[src/rtl/up_down_counter_multi.sv]
// Multi-digit modulo-MODULUS up/down counter with wrap/saturate and flags.
// Define UDC_LOAD_EN to enable the parallel load path.
module up_down_counter_multi #(
  parameter int DIGITS  = 4,
  parameter int DIGIT_W = 4,
  parameter int MODULUS = 10
) (
  input  logic                      clock,
  input  logic                      reset,
  input  logic                      enable,
  input  logic                      count_direction,
  input  logic                      saturate,
  input  logic                      load,
  input  logic [DIGITS*DIGIT_W-1:0] load_value,
  output logic [DIGITS*DIGIT_W-1:0] digits_out,
  output logic                      terminal_count,
  output logic                      wrap_pulse,
  output logic                      at_zero
);

  localparam int W = DIGITS * DIGIT_W;
  localparam logic [DIGIT_W-1:0] MAX_D = DIGIT_W'(MODULUS - 1);
  localparam logic [DIGIT_W-1:0] ONE_D = DIGIT_W'(1);

  logic         all_max;
  logic [W-1:0] step_next;
  logic         wrap_evt;
  logic         do_step;

  always_comb begin
    all_max = 1'b1;
    at_zero = 1'b1;
    for (int i = 0; i < DIGITS; i++) begin
      if (digits_out[i*DIGIT_W +: DIGIT_W] != MAX_D)
        all_max = 1'b0;
      if (digits_out[i*DIGIT_W +: DIGIT_W] != '0)
        at_zero = 1'b0;
    end
    terminal_count = count_direction ? all_max : at_zero;
  end

  // Ripple: each digit only moves when everything below it rolled over.
  always_comb begin
    logic                cy;
    logic [DIGIT_W-1:0]  d;
    cy        = 1'b1;
    step_next = digits_out;
    for (int i = 0; i < DIGITS; i++) begin
      d = digits_out[i*DIGIT_W +: DIGIT_W];
      if (cy) begin
        if (count_direction) begin
          if (d == MAX_D) begin
            step_next[i*DIGIT_W +: DIGIT_W] = '0;
          end else begin
            step_next[i*DIGIT_W +: DIGIT_W] = d + ONE_D;
            cy = 1'b0;
          end
        end else begin
          if (d == '0) begin
            step_next[i*DIGIT_W +: DIGIT_W] = MAX_D;
          end else begin
            step_next[i*DIGIT_W +: DIGIT_W] = d - ONE_D;
            cy = 1'b0;
          end
        end
      end
    end
  end

`ifdef UDC_LOAD_EN
  logic [W-1:0] load_clamped;

  always_comb begin
    load_clamped = load_value;
    for (int i = 0; i < DIGITS; i++) begin
      if (load_value[i*DIGIT_W +: DIGIT_W] > MAX_D)
        load_clamped[i*DIGIT_W +: DIGIT_W] = MAX_D;
    end
  end

  assign do_step  = enable && !load
                 && !(terminal_count && saturate);
  assign wrap_evt = do_step && terminal_count;
`else
  logic unused_load;
  assign unused_load = ^{load, load_value};

  assign do_step  = enable
                 && !(terminal_count && saturate);
  assign wrap_evt = do_step && terminal_count;
`endif

  always_ff @(posedge clock) begin
    if (!reset) begin
      digits_out <= '0;
      wrap_pulse <= 1'b0;
    end else begin
      wrap_pulse <= wrap_evt;
`ifdef UDC_LOAD_EN
      if (load)
        digits_out <= load_clamped;
      else if (do_step)
        digits_out <= step_next;
`else
      if (do_step)
        digits_out <= step_next;
`endif
    end
  end

endmodule

[config.mk]
export PLATFORM = sky130hd
export DESIGN_NAME = up_down_counter_multi
export DESIGN_NICKNAME = d
export VERILOG_FILES = /design/src/rtl/up_down_counter_multi.sv
export SDC_FILE = /design/constraint.sdc
export NUM_CORES = 1
export LEC_CHECK = 0
export ABC_AREA = 1
export CORE_AREA = 10 10 70 72
export CTS_CLUSTER_SIZE = 28
export DETAILED_ROUTE_END_ITERATION = 8
export DIE_AREA = 0 0 80 82
export MAX_ROUTING_LAYER = met4
export PLACE_DENSITY_LB_ADDON = 0.05
export SLEW_MARGIN = 10
export SYNTH_ARGS = -nofsm -noshare
export SYNTH_HDL_FRONTEND = slang
export SYNTH_SLANG_ARGS = --single-unit
[constraint.sdc]
create_clock -name clock -period 1.2 [get_ports clock]
set_input_delay 0.24 -clock clock [delete_from_list [all_inputs] [get_ports clock]]
set_output_delay 0.24 -clock clock [all_outputs]
set_load 0.005 [all_outputs]
==> results.py <==
metrics = {
    "outcome": {
        "outcome": "finished, violations left",
        "violations": "negative setup slack",
    },
    "sta": {
        "slew_viol_final": 0,
        "setup_viol": 27,
        "fin_crit_sh": 1.36,
        "worstMarginPinSlew_ns": 0.319,
        "max_clock_freq_mhz": 613,
        "period_needed_ns": 1.63,
        "slew_headroom": 0.787,
        "rsz0062_at_grt": "yes",
        "setup_ws_ns": -0.432,
        "whs_ns": 0.645,
        "skew_ns": 0.00418,
        "final_hold_viol_count": 0,
    },
    "die": {
        "die_x_um": 80,
        "die_h_um": 82,
        "num_rows": 22,
        "core_mm2": 0.00358,
        "initial_core_util": 0.407,
        "die_area_mm2": 0.00656,
        "pin_count": 41,
    },
    "pwr": {
        "p_int_w": 0.00125,
        "pwr-share-seq": 0.327,
        "ir_worst_vdd_mv": 0.401,
        "clkPwrFrac": 0.167,
        "switching_share": 0.376,
        "combPwrFrac": 0.506,
        "p_per_area_mw_per_mm2": 814,
        "power_switching_w": 0.000756,
        "leakagePower_nw": 1.26,
    },
    "grt": {
        "grtUsageMet1": 0.169,
        "overflow": 0,
        "grtUsageTotal": 0.135,
        "grtUsageMet3": 0.0229,
        "grtUsageMet2": 0.222,
        "grt_pass1_wl_mm": 7.16,
        "top_usage_layer": "met2",
        "antenna_found_initial": 0,
        "grt_pass1_vias": 1581,
        "grt_start_max_net_pins": 16,
    },
    "worst_hold_path": {
        "hold_class": "flip-flop to flip-flop",
    },
    "drt": {
        "viasPerCell": 4.66,
        "remaining_drc_errors": 0,
        "ant_nets": 0,
        "post_drt_wl_per_cell_um": 11.8,
        "drt_iter0_drc": 78,
        "wl_mm": 4.42,
        "dr.pass1.iters": 4,
        "num_vias": 1741,
    },
    "cells_and_area": {
        "nets": 349,
        "drive_gt1_frac": 0.500,
        "area_growth_pct": 69.3,
        "n_antenna_cell": 0,
        "final_cell_count_no_fill": 374,
    },
    "critical_path": {
        "critPathMaxFanout": 5,
        "crit_buf_inv": 3,
        "cpLargestDelayFamily": "simple AND/OR/NAND/NOR gates",
        "setup.worst_path.start_class": "flip-flop",
        "cpMostUsedCell": "nand2_4",
        "slowest_delay_ns": 0.38,
        "arrival_ns": 1.88,
        "worstSetupPathType": "flip-flop to flip-flop",
        "crit_slowest_cell": "dfxtp_4",
        "cp.required_ns": 1.44,
        "crit_chain": "nor2_4, nand2_4, buf_6, nor2_4, nand3_2, nand2_4, buf_6, nand2_8, buf_4, nand2_4, o21ai_1, nor2_1",
        "worstSetupEndpointType": "flip-flop",
    },
    "logic_synthesis": {
        "ys_seq_area_frac": 0.233,
        "ys_top_cells_by_area": "dfxtp_1, nand2_1, nor2_1, inv_1, o21ai_0",
        "synth_fp_nets": 260,
        "synth_area_leader_cell": "dfxtp_1",
        "ys_ff_latch": 17,
        "syn-cell-area_mm2": 0.00146,
        "synth_cell_types": 32,
        "synth_cells": 238,
        "syn_avg_cell_area_um2": 6.12,
        "synth_top_area_frac": 0.233,
        "ys.warnings.count": 0,
    },
    "clock_network": {
        "clock_latency_ns": 0.30,
        "htree_levels": 1,
        "cts_tree": "done",
        "cts_buffers": 3,
        "cts-root-buf": "clkbuf_4",
        "cts.clk_slew.worst_paths_ns": 0.11,
        "clock-sinks": 17,
        "cts_buffer_depth": 2,
    },
    "placement": {
        "port_buffers": 23,
        "dp_hpwl_mm": 3.00,
        "place_congestion": 0.844,
        "dp_cells": 354,
    },
    "run": {
        "maxCapViolCount": 0,
    },
}
[state kept, by name (all words and copies together), names as in the netlist]
signal      cells
wrap_pulse      1
digits_out     16
[worst reg2reg max path, cell delays in order, from the launching register on]
cell,delay [ns]
dfxtp_4,0.38
nor2_4,0.14
nand2_4,0.08
buf_6,0.13
nor2_4,0.08
nand3_2,0.10
nand2_4,0.09
buf_6,0.14
nand2_8,0.08
buf_4,0.16
nand2_4,0.07
o21ai_1,0.06
nor2_1,0.08
[placed cells by master, fill, tap and decap left out, types with 2 or more instances in the layout]
cell type / synthesis / final
nand2_4: 3 / 5
nand3_4: 3 / 3
inv_1: 21 / 19
inv_4: 0 / 3
nand3_1: 11 / 11
a21oi_1: 4 / 4
nor2_4: 3 / 11
dfxtp_4: 0 / 3
clkbuf_4: 0 / 3
nand2_2: 6 / 14
dfxtp_2: 0 / 13
xor2_1: 2 / 2
clkdlybuf4s50_1: 0 / 4
buf_4: 1 / 44
nand3_2: 2 / 2
nor2_1: 44 / 35
o21ai_0: 15 / 15
o21ai_1: 3 / 3
nand2_1: 64 / 54
clkinv_1: 2 / 2
buf_2: 3 / 8
buf_6: 2 / 31
nor2_2: 6 / 7
inv_2: 8 / 7
nand2_8: 1 / 2
nand4_1: 7 / 7
[path summary, 6_finish.rpt]
check | startpoint | to | slack (ns) | cells after the start
worst min register to register | digits_out[4] | digits_out[4] | 0.65 | 5
worst min-delay path | digits_out[4] | digits_out[4] | 0.65 | 5
worst max register to register | digits_out[11] | digits_out[2] | -0.43 | 12
worst max-delay path | digits_out[11] | digits_out[2] | -0.43 | 12
[final cells by class]
class	count	area (µm²)
timing repair buffer	90	798
sequential	17	368
inverter	32	133
multi-input combinational	183	1080
clock buffer	4	26.3
fill	322	1110
tap	48	60.1
[synthesized netlist by cell type]
cell type and number:
a21boi_2 1, a21oi_1 4, a21oi_2 1, buf_2 3, buf_4 1, buf_6 2, clkbuf_1 1, clkinv_1 2
clkinv_4 1, dfxtp_1 17, inv_1 21, inv_2 8, nand2_1 64, nand2_2 6, nand2_4 3, nand2_8 1
nand3_1 11, nand3_2 2, nand3_4 3, nand4_1 7, nor2_1 44, nor2_2 6, nor2_4 3, nor2_8 1
nor3_1 1, nor3_2 1, nor4_1 1, o21ai_0 15, o21ai_1 3, o21bai_1 1, o31ai_1 1, xor2_1 2
[kinds of logic (layout without fill, tap and decap cells)]
logic type                count (synthesis)  in the layout  share of synthesized area
buffers and inverters                    39            126                      0.119
xor gates and xnor gates                  2              2                     0.0120
DFF                                      17             17                      0.233
and+or+nand+nor                         154            155                      0.536
AOI/OAI and AO/OA                        26             26                     0.0996
[per-stage QoR]
step	total power (W)	setup WS [ns]	TNS, ns	area (µm²)	util
3_5_place_dp	0.00148	-0.655	-10.73	2120	0.593
4_1_cts	0.00193	-0.444	-7.89	2300	0.643
3_3_place_gp	0.00148	-0.648	-10.42	2120	0.593
2_1_floorplan	0.00111	-0.145	-1.79	1480	-
5_1_grt	0.00216	-0.494	-9.51	2470	0.690
6_report	0.00201	-0.432	-7.63	2470	0.690
[power groups by stage]
stage	Combinational, W	Clock, W	Sequential [W]
floorplan	0.000432	0	0.000675
global placement	0.000827	0	0.000652
detailed placement	0.000829	0	0.000653
CTS	0.000917	0.000357	0.000653
global route	0.00112	0.000380	0.000661
finish	0.00102	0.000335	0.000656
[repair_timing]
action                     CTS  global route
gates resized for setup    114            35
buffers inserted             9             9
hold buffers                 0             0
gates cloned                 0             1
setup endpoints to repair   36            28
pin swaps                   17            16
[layer usage]
layer / part of all wire / vias to the layer above
li1: - / 924
met1: 0.48 / 786
met2: 0.48 / 27
met3: 0.031 / 4
met4: 0.0095 / 0
met5: 0 / -
No activity file was read; power rests on OpenSTA's default activity.
